==> src/rtl/hs_pkg.sv <==
// Shared types and defaults for the four-phase bundled-data handshake blocks
// (hs_tx today, hs_rx later).
package hs_pkg;

  typedef enum logic [1:0] {
    IDLE,
    REQ,
    REL
  } hs_state_t;

  localparam int HS_SYNC_STAGES_DEFAULT = 2;
  localparam int HS_SYNC_STAGES_MIN     = 2;

  // Timer must hold 0..TIMEOUT; a disabled timeout still gets one bit.
  function automatic int hs_timer_width(input int timeout);
    int w;
    w = $clog2(timeout + 1);
    return (w < 1) ? 1 : w;
  endfunction

endpackage

==> src/rtl/hs_tx_sync.sv <==
// N-flop synchronizer with asynchronous active-high reset; used for ack in
// hs_tx and for req in hs_rx.
module sync_stages
  import hs_pkg::*;
#(
  parameter int N = HS_SYNC_STAGES_DEFAULT
) (
  input  logic clk,
  input  logic reset,
  input  logic async_in,
  output logic sync_out
);

  // Fewer than two stages gives no metastability margin, so clamp upward.
  localparam int STAGES = (N < HS_SYNC_STAGES_MIN) ? HS_SYNC_STAGES_MIN : N;

  logic [STAGES-1:0] chain;

  always_ff @(posedge clk or posedge reset) begin
    if (reset) begin
      chain <= '0;
    end else begin
      chain <= {chain[STAGES-2:0], async_in};
    end
  end

  assign sync_out = chain[STAGES-1];

endmodule

==> src/rtl/hs_tx.sv <==
// Four-phase return-to-zero bundled-data transmitter: one word per handshake
// to a responder in another clock domain, with an optional no-ack timeout.
module hs_tx
  import hs_pkg::*;
#(
  parameter int DATA_WIDTH  = 8,
  parameter int SYNC_STAGES = HS_SYNC_STAGES_DEFAULT,
  parameter int TIMEOUT     = 255
) (
  input  logic                  clk,
  input  logic                  reset,
  input  logic [DATA_WIDTH-1:0] tx_data,
  input  logic                  tx_valid,
  output logic                  tx_ready,
  output logic                  req_out,
  output logic [DATA_WIDTH-1:0] data_out,
  input  logic                  ack_in,
  output logic                  tx_done,
  output logic                  timeout_err,
  output logic                  busy
);

  localparam int            TW         = hs_timer_width(TIMEOUT);
  localparam bit            TIMEOUT_EN = (TIMEOUT != 0);
  localparam logic [TW-1:0] TIMER_MAX  = '1;
  localparam logic [TW-1:0] TIMER_LAST = TW'((TIMEOUT == 0) ? 0 : TIMEOUT - 1);

  hs_state_t             state, state_next;
  logic [TW-1:0]         timer, timer_next;
  logic                  aborted, aborted_next;
  logic                  req_next;
  logic [DATA_WIDTH-1:0] data_next;
  logic                  done_next;
  logic                  err_next;
  logic                  ack_s;

  sync_stages #(
    .N(SYNC_STAGES)
  ) u_ack_sync (
    .clk     (clk),
    .reset   (reset),
    .async_in(ack_in),
    .sync_out(ack_s)
  );

  // A stale-high ack (e.g. a late ack after an abort) holds off new words.
  assign tx_ready = (state == IDLE) && !ack_s;
  assign busy     = (state != IDLE);

  always_ff @(posedge clk or posedge reset) begin
    if (reset) begin
      state       <= IDLE;
      timer       <= '0;
      aborted     <= 1'b0;
      req_out     <= 1'b0;
      data_out    <= '0;
      tx_done     <= 1'b0;
      timeout_err <= 1'b0;
    end else begin
      state       <= state_next;
      timer       <= timer_next;
      aborted     <= aborted_next;
      req_out     <= req_next;
      data_out    <= data_next;
      tx_done     <= done_next;
      timeout_err <= err_next;
    end
  end

  always_comb begin
    state_next   = state;
    timer_next   = timer;
    aborted_next = aborted;
    req_next     = req_out;
    data_next    = data_out;
    done_next    = 1'b0;
    err_next     = 1'b0;

    case (state)
      IDLE: begin
        if (tx_valid && tx_ready) begin
          data_next  = tx_data;
          req_next   = 1'b1;
          timer_next = '0;
          state_next = REQ;
        end
      end

      REQ: begin
        if (timer != TIMER_MAX) begin
          timer_next = timer + 1'b1;
        end
        // An ack arriving on the timeout cycle still counts as success.
        if (ack_s) begin
          req_next     = 1'b0;
          aborted_next = 1'b0;
          state_next   = REL;
        end else if (TIMEOUT_EN && (timer == TIMER_LAST)) begin
          req_next     = 1'b0;
          err_next     = 1'b1;
          aborted_next = 1'b1;
          state_next   = REL;
        end
      end

      REL: begin
        if (!ack_s) begin
          done_next  = !aborted;
          state_next = IDLE;
        end
      end

      default: begin
        req_next   = 1'b0;
        state_next = IDLE;
      end
    endcase
  end

endmodule

==> config.mk <==
export PLATFORM = sky130hd
export DESIGN_NAME = hs_tx
export DESIGN_NICKNAME = d
export VERILOG_FILES = /design/src/rtl/hs_pkg.sv /design/src/rtl/hs_tx_sync.sv /design/src/rtl/hs_tx.sv
export SDC_FILE = /design/constraint.sdc
export NUM_CORES = 1
export LEC_CHECK = 0
export BUFFER_PORTS_ARGS = -buffer_cell sky130_fd_sc_hd__buf_2
export CORE_UTILIZATION = 45
export DETAILED_ROUTE_END_ITERATION = 7
export GPL_ROUTABILITY_DRIVEN = 0
export PLACE_DENSITY = 0.72
export RECOVER_POWER = 25
export SLEW_MARGIN = 20
export SYNTH_ARGS = -nofsm -noshare
export SYNTH_HDL_FRONTEND = slang
export SYNTH_HIERARCHICAL = 1
export SYNTH_SLANG_ARGS = --single-unit
==> constraint.sdc <==
create_clock -name clk -period 1.53 [get_ports clk]
set_input_delay 0.153 -clock clk [delete_from_list [all_inputs] [get_ports clk]]
set_output_delay 0.153 -clock clk [all_outputs]
set_load 0.01 [all_outputs]
==> results.sh <==
export IMPL_synth_nets=132
export IMPL_ir_worst_vdd_uv=850
export IMPL_dpl_cell_area_um2=1340
export IMPL_grt_ovfl_total=0
export IMPL_synth_area_um2=1130
export IMPL_cts_tree="built"
export IMPL_maxCapViolations=0
export IMPL_sw_frac_of_total_pct=34.9
export IMPL_cp_max_fo=8
export IMPL_power_frac_seq_pct=49.6
export IMPL_yosys_top_cells_area="dfrtp_1 (53%), nand2_1 (9.3%), a21oi_1 (3.5%)"
export IMPL_stdcell_area_um2=1400
export IMPL_combPwrFrac_pct=35.3
export IMPL_drc_errors=0
export IMPL_synth_top_cells_by_count="nand2_1 (28), dfrtp_1 (24), a21oi_1 (8), inv_1 (6), o21ai_0 (6)"
export IMPL_yosys_cell_types_count=35
export IMPL_routedWlPerCell_um=13.0
export IMPL_post_place_ws_ns=-0.0608
export IMPL_insertedDiodeCount=0
export IMPL_synth_cells=118
export IMPL_path_clk_slew_ns=0.12
export IMPL_stdcell_count=181
export IMPL_grt_pass1_vias=915
export IMPL_cp_data_arrival_time_ns=1.71
export IMPL_slew_violations=0
export IMPL_place_hpwl_mm=1.79
export IMPL_drive_gt1_share_pct=34.0
export IMPL_cp_required_ns=1.73
export IMPL_syn_area_per_cell_um2=9.59
export IMPL_die_y_um=52.1
export IMPL_drtAntennaViolNets=0
export IMPL_ys_ff_latch=24
export IMPL_coreArea_um2=2300
export IMPL_ff2ff_path_depth=4
export IMPL_status="completed"
export IMPL_clk_path_buf_depth=2
export IMPL_crit_type="register to register"
export IMPL_placement_io_buffers=24
export IMPL_clock_sinks=24
export IMPL_first_pass_iters=4
export IMPL_holdWs_ns=0.0357
export IMPL_post_synth_top_area_cell="dfrtp_1"
export IMPL_final_util_pct=61.0
export IMPL_power_internal_w=0.00115
export IMPL_post_route_min_period_ns=1.51
export IMPL_wl_mm=2.35
export IMPL_drt_iter0_drc=19
export IMPL_endpoint_kind="register"
export IMPL_worst_slack_ns=0.0207
export IMPL_die_area_um2=2720
export IMPL_grt_pass1_wl_mm=3.90
export IMPL_grt_max_degree=16
export IMPL_cp_depth=4
export IMPL_worstMarginPinSlew_ns=0.369
export IMPL_cts_made_buffers=3
export IMPL_path_cells="or2_4, or3b_4, a22oi_2, o22ai_1"
export IMPL_netSwitchingPower_w=0.000618
export IMPL_cpMaxStageDelayCell="or3b_4"
export IMPL_initial_utilization_pct=49.2
export IMPL_synth_flop_cell="dfrtp_1"
export IMPL_vias=941
export IMPL_clock_latency_ns=0.31
export IMPL_clock_root_buffer="clkbuf_4"
export IMPL_die_x_um=52.1
export IMPL_flow_area_growth_from_synthesis_pct=23.9
export IMPL_p_per_area_nw_per_um2=1260
export IMPL_placed_cells=176
export IMPL_min_path_cells=3
export IMPL_p_leak_nw=0.701
export IMPL_max_freq_mhz=663
export IMPL_pin_count=25
export IMPL_p_clk_share_pct=15.1
export IMPL_vias_per_cell=5.20
export IMPL_crit_family="simple AND/OR/NAND/NOR gates"
export IMPL_min_path_type="input pin to register"
export IMPL_antenna_found_initial=0
export IMPL_async_reset_ff_share_pct=100
export IMPL_synth_edf_count=0
export IMPL_crit_buf_inv=0
export IMPL_rsz0062_at_grt="true"
export IMPL_clock_skew_final_ns=0.00309
export IMPL_relSlewSlack_pct=75.4
export IMPL_synth_most_common_cell="nand2_1"
export IMPL_setup_viol=0
export IMPL_num_rows=17
export IMPL_fin_nets=169
export IMPL_ys_seq_area_share_pct=53.1
export IMPL_crit_path_max_incr_delay_ns=0.46
export IMPL_grtUsageTotal_pct=20.0
export IMPL_start_kind="register"
export IMPL_htree_levels=1
export IMPL_hold_viol=0
export IMPL_ys_warn_count=6
export IMPL_yosysTopAreaCellShare_pct=53.1
export IMPL_finalCritPeriodShare_pct=98.6
==> cells by family (layout without fill, tap and decap cells) <==
| kind of cell | Yosys count | after routing | synth area share (%) |
|---|---|---|---|
| compound gates | 25 | 25 | 13.5 |
| fa+ha+maj | 2 | 2 | 2.21 |
| buf+inv | 12 | 47 | 5.53 |
| flops | 24 | 24 | 53.1 |
| mux | 1 | 1 | 0.885 |
| simple gates | 54 | 54 | 24.8 |
==> per-stage QoR <==
step,TNS (ns),power [W]
finish,0,0.00177
global route,-0.0157,0.00190
CTS,0,0.00175
detailed placement,-0.457,0.00148
global placement,-0.143,0.00146
floorplan,-0.248,0.00125
==> tightest hold or removal path, delay by kind of cell <==
kind	cells	cell delay [ns]
and+or+nand+nor	2	0.09
buffers and inverters	1	0.08
==> registers in the layout (all words and copies together) (netlist names) <==
signal and cells:
data_out 8, timer 8, state 2, u_ack_sync/chain 2
aborted 1, req_out 1, timeout_err 1, tx_done 1
==> layer usage <==
metal	up-vias	global-route usage, %	routed length (µm)
met4	0	9.21	46
met2	31	33.8	1140
met1	431	25.2	1070
li1	474	-	-
met3	5	2.63	103
met5	-	0	0
==> final timing paths <==
| kind | endpoint | slack [ns] | from |
|---|---|---|---|
| worst max-delay path | timer[3] | 0.02 | state[0] |
| worst min-delay path | data_out[2] | 0.04 | tx_data[2] |
| worst max register to register | timer[3] | 0.02 | state[0] |
| worst min register to register | u_ack_sync/chain[1] | 0.37 | u_ack_sync/chain[0] |
| max in group asynchronous | data_out[6] | 0.56 | reset |
| min in group asynchronous | u_ack_sync/chain[1] | 0.23 | reset |
==> cells in the final DEF, fill, tap and decap left out, types with 2 or more instances in the layout <==
| cell | count |
|---|---|
| a21oi_1 | 8 |
| buf_2 | 23 |
| buf_4 | 10 |
| clkbuf_4 | 3 |
| dfrtp_1 | 24 |
| dlygate4sd3_1 | 2 |
| ha_1 | 2 |
| inv_1 | 6 |
| nand2_1 | 23 |
| nand2_2 | 5 |
| nand3_1 | 5 |
| nand4_1 | 2 |
| nor2_1 | 5 |
| o21ai_0 | 6 |
| o21ai_1 | 3 |
| o21ai_2 | 2 |
==> timing repair <==
action / 4_1_cts / 5_1_grt
setup buffers: 0 / 0
resized for setup: 1 / 7
endpoints found under the hold margin: 10 / 0
hold buffers: 2 / 0
pin swaps: 0 / 2
setup endpoints to repair: 9 / 7
==> power groups by stage <==
stage	Combinational [W]	Sequential [W]	Clock (W)
2_1_floorplan	0.000325	0.000924	0
3_3_place_gp	0.000576	0.000879	0
3_5_place_dp	0.000601	0.000884	0
4_1_cts	0.000607	0.000873	0.000271
5_1_grt	0.000703	0.000897	0.000299
6_report	0.000624	0.000877	0.000267
==> layout make-up <==
type,count,area (µm²)
timing repair buffer,38,230
clock buffer,3,22.5
inverter,6,22.5
multi-input combinational,82,490
fill,203,896
tap,28,35.0
sequential,24,601
Note: power is estimated with default switching activity, not from simulation.
